[config.mk]
export PLATFORM = sky130hd
export DESIGN_NAME = debouncer_multi
export DESIGN_NICKNAME = d
export VERILOG_FILES = /design/src/rtl/debounce_pkg.sv /design/src/rtl/debounce_channel.sv /design/src/rtl/debouncer_multi.sv
export SDC_FILE = /design/constraint.sdc
export NUM_CORES = 1
export LEC_CHECK = 0
export CORE_ASPECT_RATIO = 1.4
export CORE_MARGIN = 2
export CORE_UTILIZATION = 43
export DETAILED_ROUTE_END_ITERATION = 8
export MAX_ROUTING_LAYER = met4
export PLACE_DENSITY = 0.6
export SLEW_MARGIN = 20
export SYNTH_ARGS = -nofsm -noshare
export SYNTH_HDL_FRONTEND = slang
export SYNTH_SLANG_ARGS = --single-unit
[constraint.sdc]
create_clock -name clk -period 3.26 [get_ports clk]
set_clock_uncertainty 0.1 [all_clocks]
set_input_delay 0.489 -clock clk [delete_from_list [all_inputs] [get_ports clk]]
set_output_delay 0.489 -clock clk [all_outputs]
set_load 0.05 [all_outputs]
[src/rtl/debounce_pkg.sv]
// Shared constants and per-channel state type for the
// front-panel button/switch debouncer.
package debounce_pkg;

  localparam int DEB_10MS_25MHZ  = 250000;
  localparam int DEB_SIM_DEFAULT = 8;

  localparam int CH_EN_TRIG  = 0;
  localparam int CH_MODE_SEL = 1;
  localparam int CH_ARM      = 2;
  localparam int CH_AUX      = 3;

  typedef enum logic [1:0] {
    STABLE_LO = 2'd0,
    QUAL_HI   = 2'd1,
    STABLE_HI = 2'd2,
    QUAL_LO   = 2'd3
  } ch_state_t;

endpackage

[src/rtl/debounce_channel.sv]
// One debounce lane: synchroniser, qualification counter and
// registered level/edge outputs.
module debounce_channel
  import debounce_pkg::*;
#(
  parameter int   CNT_W       = 18,
  parameter int   DEB_CYCLES  = DEB_10MS_25MHZ,
  parameter int   SYNC_STAGES = 2,
  parameter logic RST_VAL     = 1'b0
) (
  input  logic clk,
  input  logic rst,
  input  logic in,
  output logic out,
  output logic rise,
  output logic fall,
  output logic busy
);

  localparam logic [CNT_W-1:0] TERM =
    CNT_W'(DEB_CYCLES - 1);
  localparam ch_state_t RST_ST =
    RST_VAL ? STABLE_HI : STABLE_LO;

  logic [SYNC_STAGES-1:0] sync;
  logic                   s;
  logic [CNT_W-1:0]       cnt;
  ch_state_t              st;

  assign s = sync[SYNC_STAGES-1];

  always_ff @(posedge clk or posedge rst) begin
    if (rst) begin
      sync <= {SYNC_STAGES{RST_VAL}};
      st   <= RST_ST;
      cnt  <= '0;
      out  <= RST_VAL;
      rise <= 1'b0;
      fall <= 1'b0;
      busy <= 1'b0;
    end else begin
      sync <= {sync[SYNC_STAGES-2:0], in};
      rise <= 1'b0;
      fall <= 1'b0;
      unique case (st)
        STABLE_LO: begin
          if (s) begin
            st   <= QUAL_HI;
            cnt  <= CNT_W'(1);
            busy <= 1'b1;
          end
        end
        QUAL_HI: begin
          if (!s) begin
            st   <= STABLE_LO;
            cnt  <= '0;
            busy <= 1'b0;
          end else if (cnt == TERM) begin
            st   <= STABLE_HI;
            cnt  <= '0;
            busy <= 1'b0;
            out  <= 1'b1;
            rise <= 1'b1;
          end else begin
            cnt <= cnt + 1'b1;
          end
        end
        STABLE_HI: begin
          if (!s) begin
            st   <= QUAL_LO;
            cnt  <= CNT_W'(1);
            busy <= 1'b1;
          end
        end
        QUAL_LO: begin
          if (s) begin
            st   <= STABLE_HI;
            cnt  <= '0;
            busy <= 1'b0;
          end else if (cnt == TERM) begin
            st   <= STABLE_LO;
            cnt  <= '0;
            busy <= 1'b0;
            out  <= 1'b0;
            fall <= 1'b1;
          end else begin
            cnt <= cnt + 1'b1;
          end
        end
      endcase
    end
  end

endmodule

[src/rtl/debouncer_multi.sv]
// N-channel debouncer: independent lanes wired side by side,
// with parameter legality checked at elaboration.
module debouncer_multi
  import debounce_pkg::*;
#(
  parameter int              N_CH        = 4,
  parameter int              CNT_W       = 18,
  parameter int              DEB_CYCLES  = DEB_10MS_25MHZ,
  parameter int              SYNC_STAGES = 2,
  parameter logic [N_CH-1:0] RST_VAL     = '0
) (
  input  logic            clk,
  input  logic            rst,
  input  logic [N_CH-1:0] in,
  output logic [N_CH-1:0] out,
  output logic [N_CH-1:0] rise,
  output logic [N_CH-1:0] fall,
  output logic [N_CH-1:0] busy
);

  localparam longint CNT_CAP = longint'(1) << CNT_W;

  if (N_CH < 1 || N_CH > 32) begin : g_bad_nch
    $error("debouncer_multi: N_CH out of range");
  end
  if (SYNC_STAGES < 2 || SYNC_STAGES > 4) begin : g_bad_sync
    $error("debouncer_multi: SYNC_STAGES out of range");
  end
  if (DEB_CYCLES < 2) begin : g_bad_deb
    $error("debouncer_multi: DEB_CYCLES below 2");
  end
  if (longint'(DEB_CYCLES) > CNT_CAP) begin : g_bad_cnt
    $error("debouncer_multi: CNT_W too narrow");
  end

  for (genvar i = 0; i < N_CH; i++) begin : g_ch
    debounce_channel #(
      .CNT_W       (CNT_W),
      .DEB_CYCLES  (DEB_CYCLES),
      .SYNC_STAGES (SYNC_STAGES),
      .RST_VAL     (RST_VAL[i])
    ) u_ch (
      .clk  (clk),
      .rst  (rst),
      .in   (in[i]),
      .out  (out[i]),
      .rise (rise[i]),
      .fall (fall[i]),
      .busy (busy[i])
    );
  end

endmodule
==> results of run 1 <==
## power groups by stage
stage,sequential (uW),clock (uW),combinational [uW]
2_1_floorplan,1470,0,537
3_3_place_gp,1540,0,611
3_5_place_dp,1540,0,626
4_1_cts,1520,1260,627
5_1_grt,1530,1300,695
6_report,1520,1220,622
## final timing paths
kind / start / slack (ns) / endpoint / cells past startpoint
hold / removal: g_ch[1].u_ch.sync[0] / 0.25 / g_ch[1].u_ch.sync[1] / 0
setup reg to reg: g_ch[0].u_ch.cnt[0] / 0.64 / g_ch[0].u_ch.cnt[15] / 6
min in group asynchronous: rst / 0.55 / g_ch[3].u_ch.cnt[9] / 3
setup / recovery: g_ch[0].u_ch.cnt[0] / 0.64 / g_ch[0].u_ch.cnt[15] / 6
hold reg to reg: g_ch[1].u_ch.sync[0] / 0.25 / g_ch[1].u_ch.sync[1] / 0
max in group asynchronous: rst / 2.10 / g_ch[0].u_ch.fall / 3
## routing by layer
layer | wire [um] | global-route usage (%) | vias up
li1 | - | - | 2139
met1 | 5230 | 22.1 | 2169
met2 | 5600 | 30.4 | 89
met3 | 376 | 2.81 | 25
met4 | 273 | 7.61 | 0
met5 | 0 | - | -
## area by class of cell
type / instances / area [um2] / area share, %
Clock buffer: 12 / 246 / 4.10
Clock inverter: 3 / 90.1 / 1.50
Inverter: 20 / 78.8 / 1.31
Multi-Input combinational cell: 432 / 2550 / 42.4
Sequential cell: 104 / 2600 / 43.3
Tap cell: 150 / 188 / 3.12
Timing Repair Buffer: 25 / 253 / 4.21
## cells in the final DEF (no fill, tap or decap), types with 3 or more instances in the layout
cell	count
and2_1	5
or3_1	19
nor4b_1	3
nor3b_1	7
clkbuf_16	9
nor2_1	29
or2_2	5
and3_1	8
inv_1	19
xor2_1	9
bufinv_16	3
nand2_1	64
o211ai_1	5
nor4_1	14
a2bb2oi_1	3
a21o_1	27
dfrtp_1	104
nand4_1	20
o21ai_0	48
ha_1	4
a22o_1	7
mux2i_1	7
nand3_1	53
a21oi_1	27
nor3_1	22
o21a_1	3
buf_4	3
clkdlybuf4s50_1	21
or4_1	6
## state kept, by name, summed over array words and instances (netlist names), named ones only
name and count:
g_ch.u_ch.fall 4, g_ch.u_ch.out 4, g_ch.u_ch.st 4, g_ch.u_ch.sync 8, g_ch.u_ch.rise 4, g_ch.u_ch.cnt 72, g_ch.u_ch.busy 4
## kinds of logic after synthesis
family / after synthesis
buffers and inverters: 58
XOR/XNOR: 11
AND/OR/NAND/NOR: 271
multiplexers: 9
flip-flops: 104
AO/OA/AOI/OAI: 137
adder cells (fa/ha/maj): 4
## per-stage QoR
step / std cells / instance area [um2]
final: 746 / 6010
after global routing: 746 / 6010
after CTS: 746 / 6000
after detailed placement: 731 / 5670
after global placement: 731 / 5670
after floorplan: 594 / 5440
==> results.tsv, run 1 <==
metric	value	unit
number_of_antenna_violations_at_the_first_check_in_global_routing	0	
cts.root.buffer_cell	clkbuf_16	
placement.io_buffers	21	
critical_path_required	3.40	ns
core	12300	um2
crit_top_cell	a21o_1	
fin_total_pwr	3360	uW
hold_violations	0	
initial_core_util	44.1	%
transition_time_at_the_pin_with_the_least_slew_margin	0.967	ns
postSynthAreaPerCell	9.15	um2
largest_net_degree_at_the_start_of_global_routing	105	
synth.most_common_cell	dfrtp_1	
setup_violations	0	
maxSlewHeadroom	35.5	%
fin_crit_sh	80.3	%
tritoncts_num_sinks	104	
start_kind	flop	
worst-path-max-fanout	10	
post_cts.resized_instances	0	
detail_route.iter0.violations	213	
die_w	99.0	um
arrival	2.76	ns
p_leak	0.00256	uW
number_of_buffers_added_by_the_clock_tree_synthesis_step	9	
post_synth_most_frequent_cells	dfrtp_1, nand2_1, nand3_1	
synth_area	5440	um2
grt_use_total	18.3	%
grt_first_pass_wirelength	19700	um
clock_power_share	36.3	%
synth-seq-cells	104	
cts_hold_buf	0	
firstDrtPassIters	4	
timing_max_transition_violations_final	0	
route.final.wire_length	11500	um
hold_path_class	reg -> reg	
synth_flop_cell	dfrtp_1	
post_cts_setup_buffer_count	0	
synth_cells	594	
final_antenna_net_count	0	
sum_of_net_half_perimeters_after_detailed_placement	7900	um
internal-power	2370	uW
p_sw	986	uW
num_vias	4422	
clk_path_buf_depth	2	
period_minus_ws_final	2.62	ns
family_of_cells_with_the_greatest_summed_delay_on_the_critical_path	simple AND/OR/NAND/NOR gates	
cp.buffers_inverters	0	
yosys.cell_types.count	54	
synth_fp_nets	604	
yosysWarnings	0	
area_delta_synth_final	10.5	%
worst_path_max_delay_cell	nor4_1	
num-nets-final	602	
synth.largest_area_cell	dfrtp_1	
drc	0	
timing_worst_setup_path_type	reg -> reg	
top_level_ports	22	
gp_congestion	0.892	
switching_share	29.3	%
run_status	finished, final reports clean	
post_route_cells_drive_above_1_share	5.54	%
fp.dieArea	13600	um2
nFillCells	1133	
synth.yosys.seq_area_share	47.9	%
power_density	559	nW/um2
setup_tns	0	ns
grt_setup_unrepaired	no	
critPathMaxStageDelay	0.64	ns
pwr-share-comb	18.5	%
route.detailed.vias_per_inst	5.93	
synth_async_sr_flop_share	100	%
post-synth-top-area-fraction	47.9	%
drt-wirelength-per-cell	15.4	um
cp_cell_sequence	ha_1 > nand3_1 > nor4_1 > a21oi_1 > a21o_1 > a21o_1	
part_of_the_power_in_registers	45.1	%
grt_pass1_vias	4214	
worst_skew_pair.late_latency	0.34	ns
fp-row-count	48	
crit_path_end_kind	flop	
synth_area_leaders	dfrtp_1, nand3_1, o21ai_0, nand2_1, a21o_1	
timing.max_cap.violations	0	
synthXorXnorAreaFrac	1.77	%
peakVddDrop	0.279	mV
tritoncts	yes	
fin_hold_ws	0.248	ns
global_route.overflow_total	0	
area_fraction_in_compound_gates_after_synthesis	16.1	%
clk_pin_slew	0.07	ns
final_design_utilization	48.8	%
pre_cts_ws	0.676	ns
synth-edff-count	0	
chip_height	137	um
share_of_cell_area_taken_by_muxes_after_synthesis	1.70	%
htree_num_levels	3	
synth_top_family_by_area	simple AND/OR/NAND/NOR gates	
yosys.area_share.simple	26.3	%
adder_cell_share_of_the_synthesized_area	0.921	%
n_antenna_cell	0	
setup_ws	0.642	ns
fmax	382	MHz
No activity file was read; power rests on OpenSTA's default activity.
==> run 2: changes to the inputs <==
--- a/config.mk
+++ b/config.mk
@@ -10,7 +10,7 @@
 export CORE_UTILIZATION = 43
 export DETAILED_ROUTE_END_ITERATION = 8
 export MAX_ROUTING_LAYER = met4
-export PLACE_DENSITY = 0.6
+export PLACE_DENSITY = 0.58
 export SLEW_MARGIN = 20
 export SYNTH_ARGS = -nofsm -noshare
 export SYNTH_HDL_FRONTEND = slang
==> constraint.sdc (replaced) <==
create_clock -name clk -period 2.7 [get_ports clk]
set_clock_uncertainty 0.1 [all_clocks]
set_input_delay 0.405 -clock clk [delete_from_list [all_inputs] [get_ports clk]]
set_output_delay 0.405 -clock clk [all_outputs]
set_load 0.05 [all_outputs]
==> run 2 against run 1 <==
Core utilization increased by 0.87 points. Final area increased by 1.8%. Die area unchanged. Worst setup slack got worse by 0.44 ns. Register-to-register slack got worse by 0.44 ns. Via count increased by 0.29%. Critical path depth decreased by 1. Largest power group unchanged.
==> results.tsv, run 2 (synthesized netlist as in run 1, its figures left out) <==
metric	value	unit
grt_setup_unrepaired	no	
placement.io_buffers	21	
timing.max_cap.violations	0	
core	12300	um2
firstDrtPassIters	5	
power_density	646	nW/um2
worst_path_max_delay_cell	or4_4	
drt-wirelength-per-cell	15.6	um
clk_path_buf_depth	2	
timing.rr.start	g_ch[1].u_ch.cnt[5]	
regMostFlops	g_ch.u_ch.cnt	
largest_net_degree_at_the_start_of_global_routing	105	
critical_path_required	2.84	ns
maxSlewHeadroom	36.1	%
die_w	99.0	um
critical_path_cell_count	5	
n_antenna_cell	0	
fin_crit_sh	92.5	%
drc	0	
worst-path-max-fanout	14	
gp_congestion	0.904	
largest_registers	g_ch.u_ch.cnt x72, g_ch.u_ch.sync x8	
hold_path_class	reg -> reg	
start_kind	flop	
run_status	finished, final reports clean	
tritoncts_num_sinks	104	
family_of_cells_with_the_greatest_summed_delay_on_the_critical_path	simple AND/OR/NAND/NOR gates	
route.final.wire_length	12000	um
fp-row-count	48	
final_antenna_net_count	0	
transition_time_at_the_pin_with_the_least_slew_margin	0.959	ns
htree_num_levels	3	
initial_core_util	44.1	%
hold_violations	0	
route.detailed.vias_per_inst	5.79	
worst_skew_pair.late_latency	0.34	ns
crit_path_end_kind	flop	
end_of_the_worst_register_to_register_path	g_ch[1].u_ch.cnt[17]	
peakVddDrop	0.385	mV
timing_worst_setup_path_type	reg -> reg	
sum_of_net_half_perimeters_after_detailed_placement	8190	um
layout_commonest_cell	dfrtp_1	
num-nets-final	621	
number_of_buffers_added_by_the_clock_tree_synthesis_step	9	
post_cts_setup_buffer_count	0	
cts.root.buffer_cell	clkbuf_16	
detail_route.iter0.violations	183	
reg2reg_setup_slack	0.20	ns
p_leak	0.00264	uW
cp_cell_sequence	or4b_1 > or4_4 > o41a_4 > a21o_1 > a22o_1	
clk_pin_slew	0.07	ns
fp.dieArea	13600	um2
endpoint	g_ch[1].u_ch.cnt[17]	
grt_first_pass_wirelength	20800	um
chip_height	137	um
tritoncts	yes	
fmax	400	MHz
global_route.overflow_total	0	
most-common-layout-cells	dfrtp_1, nand2_1, nand3_1	
arrival	2.64	ns
setup_violations	0	
area_delta_synth_final	12.5	%
setup_tns	0	ns
cts_hold_buf	0	
final_design_utilization	49.7	%
grt_use_total	19.2	%
top_level_ports	22	
number_of_antenna_violations_at_the_first_check_in_global_routing	0	
worst-r2r-cell-count	5	
grt_pass1_vias	4384	
cp.buffers_inverters	0	
num_vias	4435	
post_cts.resized_instances	0	
timing_max_transition_violations_final	0	
period_minus_ws_final	2.50	ns
crit_path_start	g_ch[1].u_ch.cnt[5]	
post_route_cells_drive_above_1_share	8.93	%
critPathMaxStageDelay	0.51	ns
number_of_flip_flops_in_the_largest_register	72	
-- run 2: cell types whose count changed in the layout (fill, tap and decap cells not counted), sizes merged --
cell      change
clkinv        +3
bufinv        -2
clkbuf        -3
buf          +19
clkinvlp      +1
inv           +2
-- run 2: routing by layer --
layer / GRT usage, % / wire (um)
met5: - / 0
met4: 7.61 / 181
met3: 3.06 / 322
met2: 31.2 / 6010
met1: 23.9 / 5470
-- run 2: worst min path at each step --
stage                    startpoint                    to  slack (ns)  cells past startpoint
3_3_place_gp   g_ch[2].u_ch.sync[0]  g_ch[2].u_ch.sync[1]        0.23                      0
2_1_floorplan  g_ch[0].u_ch.sync[0]  g_ch[0].u_ch.sync[1]        0.23                      0
6_report       g_ch[0].u_ch.sync[0]  g_ch[0].u_ch.sync[1]        0.25                      0
3_5_place_dp   g_ch[0].u_ch.sync[0]  g_ch[0].u_ch.sync[1]        0.24                      0
4_1_cts        g_ch[0].u_ch.sync[0]  g_ch[0].u_ch.sync[1]        0.25                      0
5_1_grt        g_ch[0].u_ch.sync[0]  g_ch[0].u_ch.sync[1]        0.26                      0
-- run 2: power by group --
group          leakage [uW]  switching, uW  total (uW)  internal [uW]
clock network      0.000146            610        1340            728
logic               0.00110            494         792            297
registers           0.00140            156        1820           1670
-- run 2: cell type report --
type | instances | area (um2)
clock buffers | 9 | 225
clock inverters | 7 | 77.6
fillers | 1153 | 6200
inverters | 20 | 78.8
multi-input cells | 432 | 2550
flip-flops and latches | 104 | 2600
well taps | 150 | 188
repair buffers | 44 | 395
-- run 2: through the flow --
step,hold slack [ns],total power (uW),instances,instance area [um2],worst slack [ns]
3_5_place_dp,0.236,2640,750,5810,0.196
5_1_grt,0.263,4150,766,6110,0.130
3_3_place_gp,0.232,2620,750,5810,0.243
4_1_cts,0.253,4000,766,6110,0.209
6_report,0.250,3950,766,6110,0.201
2_1_floorplan,0.231,2420,594,5440,0.312
==> run 3: changes to the inputs <==
--- a/config.mk
+++ b/config.mk
@@ -5,6 +5,7 @@
 export SDC_FILE = /design/constraint.sdc
 export NUM_CORES = 1
 export LEC_CHECK = 0
+export CAP_MARGIN = 15
 export CORE_ASPECT_RATIO = 1.4
 export CORE_MARGIN = 2
 export CORE_UTILIZATION = 43
==> results of run 3 <==
Same layout as run 2: the final DEF is identical, and so are final timing and power.
